`config.mk`:
```
export PLATFORM = sky130hd
export DESIGN_NAME = two_bit_comparator_unit
export DESIGN_NICKNAME = d
export VERILOG_FILES = /design/src/rtl/two_bit_comparator_unit_pkg.sv /design/src/rtl/two_bit_comparator_unit_cmp2_slice.sv /design/src/rtl/two_bit_comparator_unit.sv
export SDC_FILE = /design/constraint.sdc
export NUM_CORES = 1
export LEC_CHECK = 0
export CAP_MARGIN = 20
export CORE_AREA = 2 2 39 41
export CTS_BUF_LIST = sky130_fd_sc_hd__clkbuf_2
export DETAILED_ROUTE_END_ITERATION = 7
export DIE_AREA = 0 0 41 43
export HOLD_SLACK_MARGIN = 0.08
export PLACE_DENSITY_LB_ADDON = 0.12
export SETUP_SLACK_MARGIN = 0.2
export SKIP_LAST_GASP = 1
export SLEW_MARGIN = 25
export SYNTH_ARGS = -nofsm -noshare
export SYNTH_HDL_FRONTEND = slang
export SYNTH_SLANG_ARGS = --single-unit
```
`constraint.sdc`:
```
create_clock -name clk -period 1.1 [get_ports clk]
set_clock_uncertainty 0.2 [all_clocks]
set_input_delay 0.11 -clock clk [delete_from_list [all_inputs] [get_ports clk]]
set_output_delay 0.11 -clock clk [all_outputs]
set_load 0.01 [all_outputs]
```
`src/rtl/two_bit_comparator_unit_pkg.sv`:
```
// Shared compare-result encoding for the magnitude comparator and its 2-bit slices.
// The one-hot result is ordered {GT, LT, EQ} so it unpacks directly onto the output flags.
package two_bit_comparator_unit_pkg;

  typedef enum logic [2:0] {
    CMP_NONE = 3'b000,
    CMP_EQ   = 3'b001,
    CMP_LT   = 3'b010,
    CMP_GT   = 3'b100
  } cmp_res_t;

  // An unequal slice is either greater or less, so its gt bit alone selects the result.
  function automatic cmp_res_t cmp_pick(input logic gt);
    return gt ? CMP_GT : CMP_LT;
  endfunction

endpackage

```
`src/rtl/two_bit_comparator_unit_cmp2_slice.sv`:
```
// Purely combinational unsigned compare of one 2-bit slice.
module cmp2_slice (
  input  logic [1:0] i_a,
  input  logic [1:0] i_b,
  output logic       o_gt,
  output logic       o_lt,
  output logic       o_eq
);

  logic w_msb_eq;

  assign w_msb_eq = ~(i_a[1] ^ i_b[1]);
  assign o_gt     = (i_a[1] & ~i_b[1]) | (w_msb_eq & i_a[0] & ~i_b[0]);
  assign o_lt     = (~i_a[1] & i_b[1]) | (w_msb_eq & ~i_a[0] & i_b[0]);
  assign o_eq     = w_msb_eq & ~(i_a[0] ^ i_b[0]);

endmodule

```
`src/rtl/two_bit_comparator_unit.sv`:
```
// Registered unsigned magnitude comparator built from cascaded 2-bit slices;
// one-hot gt/lt/eq flags appear one clock after a valid operand pair.
module two_bit_comparator_unit
  import two_bit_comparator_unit_pkg::*;
#(
  parameter int WIDTH = 2
) (
  input  logic             clk,
  input  logic             rst_n,
  input  logic             in_valid,
  input  logic [WIDTH-1:0] a,
  input  logic [WIDTH-1:0] b,
  output logic             a_gt_b,
  output logic             a_lt_b,
  output logic             a_eq_b,
  output logic             out_valid
);

  localparam int NSL = (WIDTH < 2) ? 1 : WIDTH / 2;

  if ((WIDTH < 2) || (WIDTH % 2 != 0)) begin : g_bad_width
    $error("two_bit_comparator_unit: WIDTH must be even and >= 2");
  end

  logic [NSL-1:0] w_gt_p0;
  logic [NSL-1:0] w_lt_p0;
  logic [NSL-1:0] w_eq_p0;
  cmp_res_t       w_res_p0;
  cmp_res_t       r_res_p1;
  logic           r_vld_p1;

  // Stage p0: per-slice compare and MSB-first cascade
  for (genvar gi = 0; gi < NSL; gi++) begin : g_slice
    cmp2_slice u_slice (
      .i_a  (a[2*gi +: 2]),
      .i_b  (b[2*gi +: 2]),
      .o_gt (w_gt_p0[gi]),
      .o_lt (w_lt_p0[gi]),
      .o_eq (w_eq_p0[gi])
    );
  end

  // Walking LSB to MSB lets the most significant unequal slice overwrite lower ones.
  always_comb begin
    w_res_p0 = CMP_EQ;
    for (int i = 0; i < NSL; i++) begin
      if (!w_eq_p0[i]) begin
        w_res_p0 = cmp_pick(w_gt_p0[i]);
      end
    end
  end

  // Stage p1: output register; flags hold when no new operands arrive
  always_ff @(posedge clk or negedge rst_n) begin
    if (!rst_n) begin
      r_res_p1 <= CMP_NONE;
      r_vld_p1 <= 1'b0;
    end else begin
      r_vld_p1 <= in_valid;
      if (in_valid) begin
        r_res_p1 <= w_res_p0;
      end
    end
  end

  assign a_gt_b    = r_res_p1[2];
  assign a_lt_b    = r_res_p1[1];
  assign a_eq_b    = r_res_p1[0];
  assign out_valid = r_vld_p1;

endmodule

```
# [Word level (Yosys, flattened, before mapping)]
# Cells that the tools add are included.
[classes] addsub=0 n_mul=0 div=0 order_cmp=0 n_eq_ne=0 shift=0 muxes=2 bitwise_logic=11 reduce_logical=0
[ops] cell="two-way mux 3 bit" n=2
[ops] cell="bitwise AND 1 bit" n=4
[ops] cell="NOT 1 bit" n=4
[ops] cell="XOR 1 bit" n=2
[ops] cell="bitwise OR 1 bit" n=1
[word_totals] reg_bits=4 latchBits=0 ram_bits=0 romBits=0 in_bits=7 out_inout_bits=4 memories=0

# [Depth between registers and ports, before layout]
# Gate-level depths: netlist of the first run.
[logic_depth] word_depth=7 depth_mapped=5

# [Modules after synthesis]
# Synthesis of the first run repeated with hierarchy kept, for this count alone.
[hier_totals] cells_unflattened=20 area_unflattened_um2=214.0
[by_module_without_submodules] module="two_bit_comparator_unit" n_inst=1 cells_each=10 area_each_um2=142.6 seq_area_each_um2=100.1
[by_module_without_submodules] module="cmp2_slice" n_inst=1 cells_each=10 area_each_um2=71.3 seq_area_each_um2=0.0

# [Worst setup path after synthesis of the first run]
# No wires, ideal clock.
[synth_timing] kind="input-to-reg" from="input b[1]" to="register r_res_p1[2]" arrival_time_ps=660 t_required_ps=773 path_slack_ps=113 stages=5 n_path_buf=0 cell_sequence="inv_1 ha_1 inv_1 o21ai_1 a31oi_1"
[synth_via] elab_chain_len=7 elab_cells_between_ends=10
[synth_rtl] element="from (decl)" line_no="two_bit_comparator_unit.sv:12" text="input logic [WIDTH-1:0] b,"
[synth_rtl] element="XOR 1 bit" line_no="two_bit_comparator_unit_cmp2_slice.sv:12" text="assign w_msb_eq = ~(i_a[1] ^ i_b[1]);"
[synth_rtl] element="NOT 1 bit" line_no="two_bit_comparator_unit_cmp2_slice.sv:12"
[synth_rtl] element="bitwise AND 1 bit (2 in series)" line_no="two_bit_comparator_unit_cmp2_slice.sv:13" text="assign o_gt = (i_a[1] & ~i_b[1]) | (w_msb_eq & i_a[0] & ~i_b[0]);"
[synth_rtl] element="bitwise OR 1 bit" line_no="two_bit_comparator_unit_cmp2_slice.sv:13"
[synth_rtl] element="two-way mux 3 bit" line_no="two_bit_comparator_unit_pkg.sv:14" text="return gt ? CMP_GT : CMP_LT;"
[synth_rtl] element="two-way mux 3 bit *" line_no="two_bit_comparator_unit.sv:47" text="if (!w_eq_p0[i]) begin"
[synth_rtl] element="to (signal assigned)" line_no="two_bit_comparator_unit.sv:61" text="r_res_p1 <= w_res_p0;"
[synth_rtl] element="to (decl)" line_no="two_bit_comparator_unit.sv:29" text="cmp_res_t r_res_p1;"
# Every way passes the cells marked *; elsewhere a longest branch is shown, timed or not.
# A chain may end at the register's enable or synchronous reset.

# [Worst setup path in the final report of the first run]
[layout_timing] from="register r_res_p1[1]" to="output a_lt_b"
[layout_rtl] element="to (decl)" line_no="two_bit_comparator_unit.sv:14" text="output logic a_lt_b,"
# No word-level cell between the ends.

==> metrics, run 1 <==
Adder-Cell Fraction of Synth Area=0.06579; I/O pin cnt=11; Post-Synth Simple-Gate Area=0.1711; die area=1763 sq um; met1 Use GR=0.07097; Detail Route Antenna Nets=0; setup ws final=0.08439 ns; multiplexer share of the synthesized area=0; Vias=195; Cell Area, Synth=190.2 sq um; worst reg2reg path depth=3; CTS Buf Count=3; GR Util met2=0.08125; Crit Path Class=flop to output port; Mapped Cells=20; Avg Inst Size Synth=9.509 sq um; Port Buffers=10; post-route DRC violation count=0; Synth Area in Compound Gates=0.1579; Congestion Overflow GR=0; worst rel slew slack=0.8663; first-iteration detailed-routing DRC count=0; XOR/XNOR share of the synthesized area=0; Root Buffer Master=clkbuf_2; drt total wl=421 um; vias per std cell=3.679; Peak VDD IR=0.2174 mV; worst-case clock buffer depth=2; worst endpoint data arrival time=0.71 ns; GRT busiest layer=met4; Tmin final=1.016 ns; max cap viols=0; GPL Wtd Cong=0.5594; failing checks=negative hold slack; Core ar.=1384 sq um; htree depth=1; Seq/Total Area, Yosys=0.5263; Worst-Skew Late Latency=0.20 ns; Starting Density=0.1374; Max Fclk=984.6 MHz; crit-path cells=buf_2; CP Data Required Time=0.79 ns; Place WS=-0.5134 ns; TritonRoute pass-1 iters=1; Syn. warnings=0; Crit Path Max Fanout=2; delay-heaviest family, CP=flip-flops; Hold Path Class=input pin to asynchronous set/reset pin; max incr delay on CP=0.36 ns; Setup TNS=0 ns; Post-Synthesis Net Count=28; Slew Limit Fails=0; CP Buf/Inv Count=1; final worst path period share=0.9233; vias in the first global route=187; Worst-Margin Slew=0.2005 ns; largest net degree at the start of global routing=7; clk slew on worst S/H paths=0.04 ns; first-pass GRT wire length=703 um; initial antenna violation count=0; dpl hpwl=327.8 um; Area growth, synth to finish=99.34%; critical path depth=1; Cell variety after synth=10; Critical Path Sink Type=output port; Site Rows=14; ANT cells=0; GR Layer Usage met3=0; # Post-CTS Setup Buffers=0; main combinational cell family by area after synthesis=simple AND/OR/NAND/NOR gates; CP startpoint kind=flop; Final Hold Vio Count=4; final setup violation count=0; fraction of layout cells with a size suffix above 1=0.6216; Hold Slack=-0.09718 ns; RSZ-0062 raised after global routing=true; WL per Instance=7.943 um; run status=complete, but fails checks; Pwr Density=1127 nW/um^2; chip width=41 um; total power draw=427.4 uW; static leakage power=0.1841 nW; Synth Register Bits=4; clock net sink count=4; nets=47; die height=43 um; CP max stage cell=dfrtp_1; TritonCTS clock tree=yes; total global-route track usage=0.06935
## synthesized netlist by cell type (all sizes together)
cell type / number / area [sq um]
nand2: 2 / 7.510
a31oi: 1 / 6.260
ha: 1 / 12.51
o21ai: 3 / 15.01
inv: 4 / 15.01
o32ai: 1 / 8.760
dfrtp: 4 / 100.1
nor2: 1 / 3.750
nor2b: 3 / 21.27
## power by group
group          internal [mW]  total [mW]  switching [mW]
Clock                 0.0733       0.132          0.0582
Sequential             0.163       0.168         0.00562
Combinational         0.0708       0.128          0.0569
## stage by stage
stage / hold WS [ns] / std cells / cell area (sq um) / utilization
5_1_grt: -0.09253 / 53 / 379.1 / 0.2740
4_1_cts: -0.1049 / 53 / 376.6 / 0.2722
2_1_floorplan: -0.3856 / 20 / 215.2 / -
3_5_place_dp: 0.1259 / 50 / 365.4 / 0.2640
3_3_place_gp: 0.1274 / 50 / 365.4 / 0.2640
6_report: -0.09718 / 53 / 379.1 / 0.2740
## final timing paths
check,slack [ns],end,from
worst min-delay path,-0.1,r_res_p1[2],rst_n
max in group asynchronous,0.64,r_res_p1[1],rst_n
worst max register to register,0.18,r_res_p1[2],r_res_p1[2]
worst max-delay path,0.08,a_lt_b,r_res_p1[1]
worst min register to register,0.38,r_res_p1[0],r_res_p1[0]
min in group clk,0.07,out_valid,in_valid
## flip-flops by register name (all words and copies together), names as in the netlist
| register | count |
|---|---|
| r_res_p1 | 3 |
| out_valid | 1 |
## cell families after synthesis
logic type	count (synthesis)
DFF	4
and+or+nand+nor	6
buffers and inverters	4
AOI/OAI and AO/OA	5
adders and majority gates	1
## cell type report
class / instances / area (sq um)
Clock buffer: 3 / 15.01
Fill cell: 147 / 1005
Inverter: 4 / 27.53
Multi-Input combinational cell: 12 / 113.9
Sequential cell: 4 / 100.1
Tap cell: 16 / 20.02
Timing Repair Buffer: 14 / 102.6
## cells in the final DEF, fill, tap and decap left out
cell type | netlist | routed
a31oi_1 | 1 | 1
buf_2 | 0 | 5
buf_4 | 0 | 4
buf_6 | 0 | 1
clkbuf_2 | 0 | 3
clkdlybuf4s50_1 | 0 | 1
dfrtp_1 | 4 | 4
dlygate4sd2_1 | 0 | 3
ha_4 | 0 | 1
inv_12 | 0 | 1
inv_2 | 0 | 3
nand2_1 | 2 | 2
nor2_2 | 0 | 1
nor2b_1 | 2 | 1
nor2b_4 | 0 | 2
o21ai_1 | 3 | 2
o21ai_2 | 0 | 1
o32ai_2 | 0 | 1
## repair_timing
action | CTS | global route
pin swaps | 3 | 0
endpoints found under the hold margin | 5 | 5
resized for setup | 35 | 2
endpoints found under the setup margin | 7 | 7
## layer usage
| layer | part of all wire | vias to the layer above |
|---|---|---|
| li1 | - | 100 |
| met1 | 0.38 | 84 |
| met2 | 0.48 | 9 |
| met3 | 0.097 | 2 |
| met4 | 0.045 | 0 |
| met5 | 0 | - |
Power figures use the tool's default switching activity.
==> run 2: changes to the inputs <==
--- a/config.mk
+++ b/config.mk
@@ -11,6 +11,7 @@
 export DETAILED_ROUTE_END_ITERATION = 7
 export DIE_AREA = 0 0 41 43
 export HOLD_SLACK_MARGIN = 0.08
+export MAX_ROUTING_LAYER = met4
 export PLACE_DENSITY_LB_ADDON = 0.12
 export SETUP_SLACK_MARGIN = 0.2
 export SKIP_LAST_GASP = 1
==> results of run 2 <==
No change in the layout: final DEF, timing and power equal those of run 1.
Among the figures that moved: final weighted congestion in routability-driven placement 0.5594 -> 0.5617; overall routing resource usage 0.06935 -> 0.07106
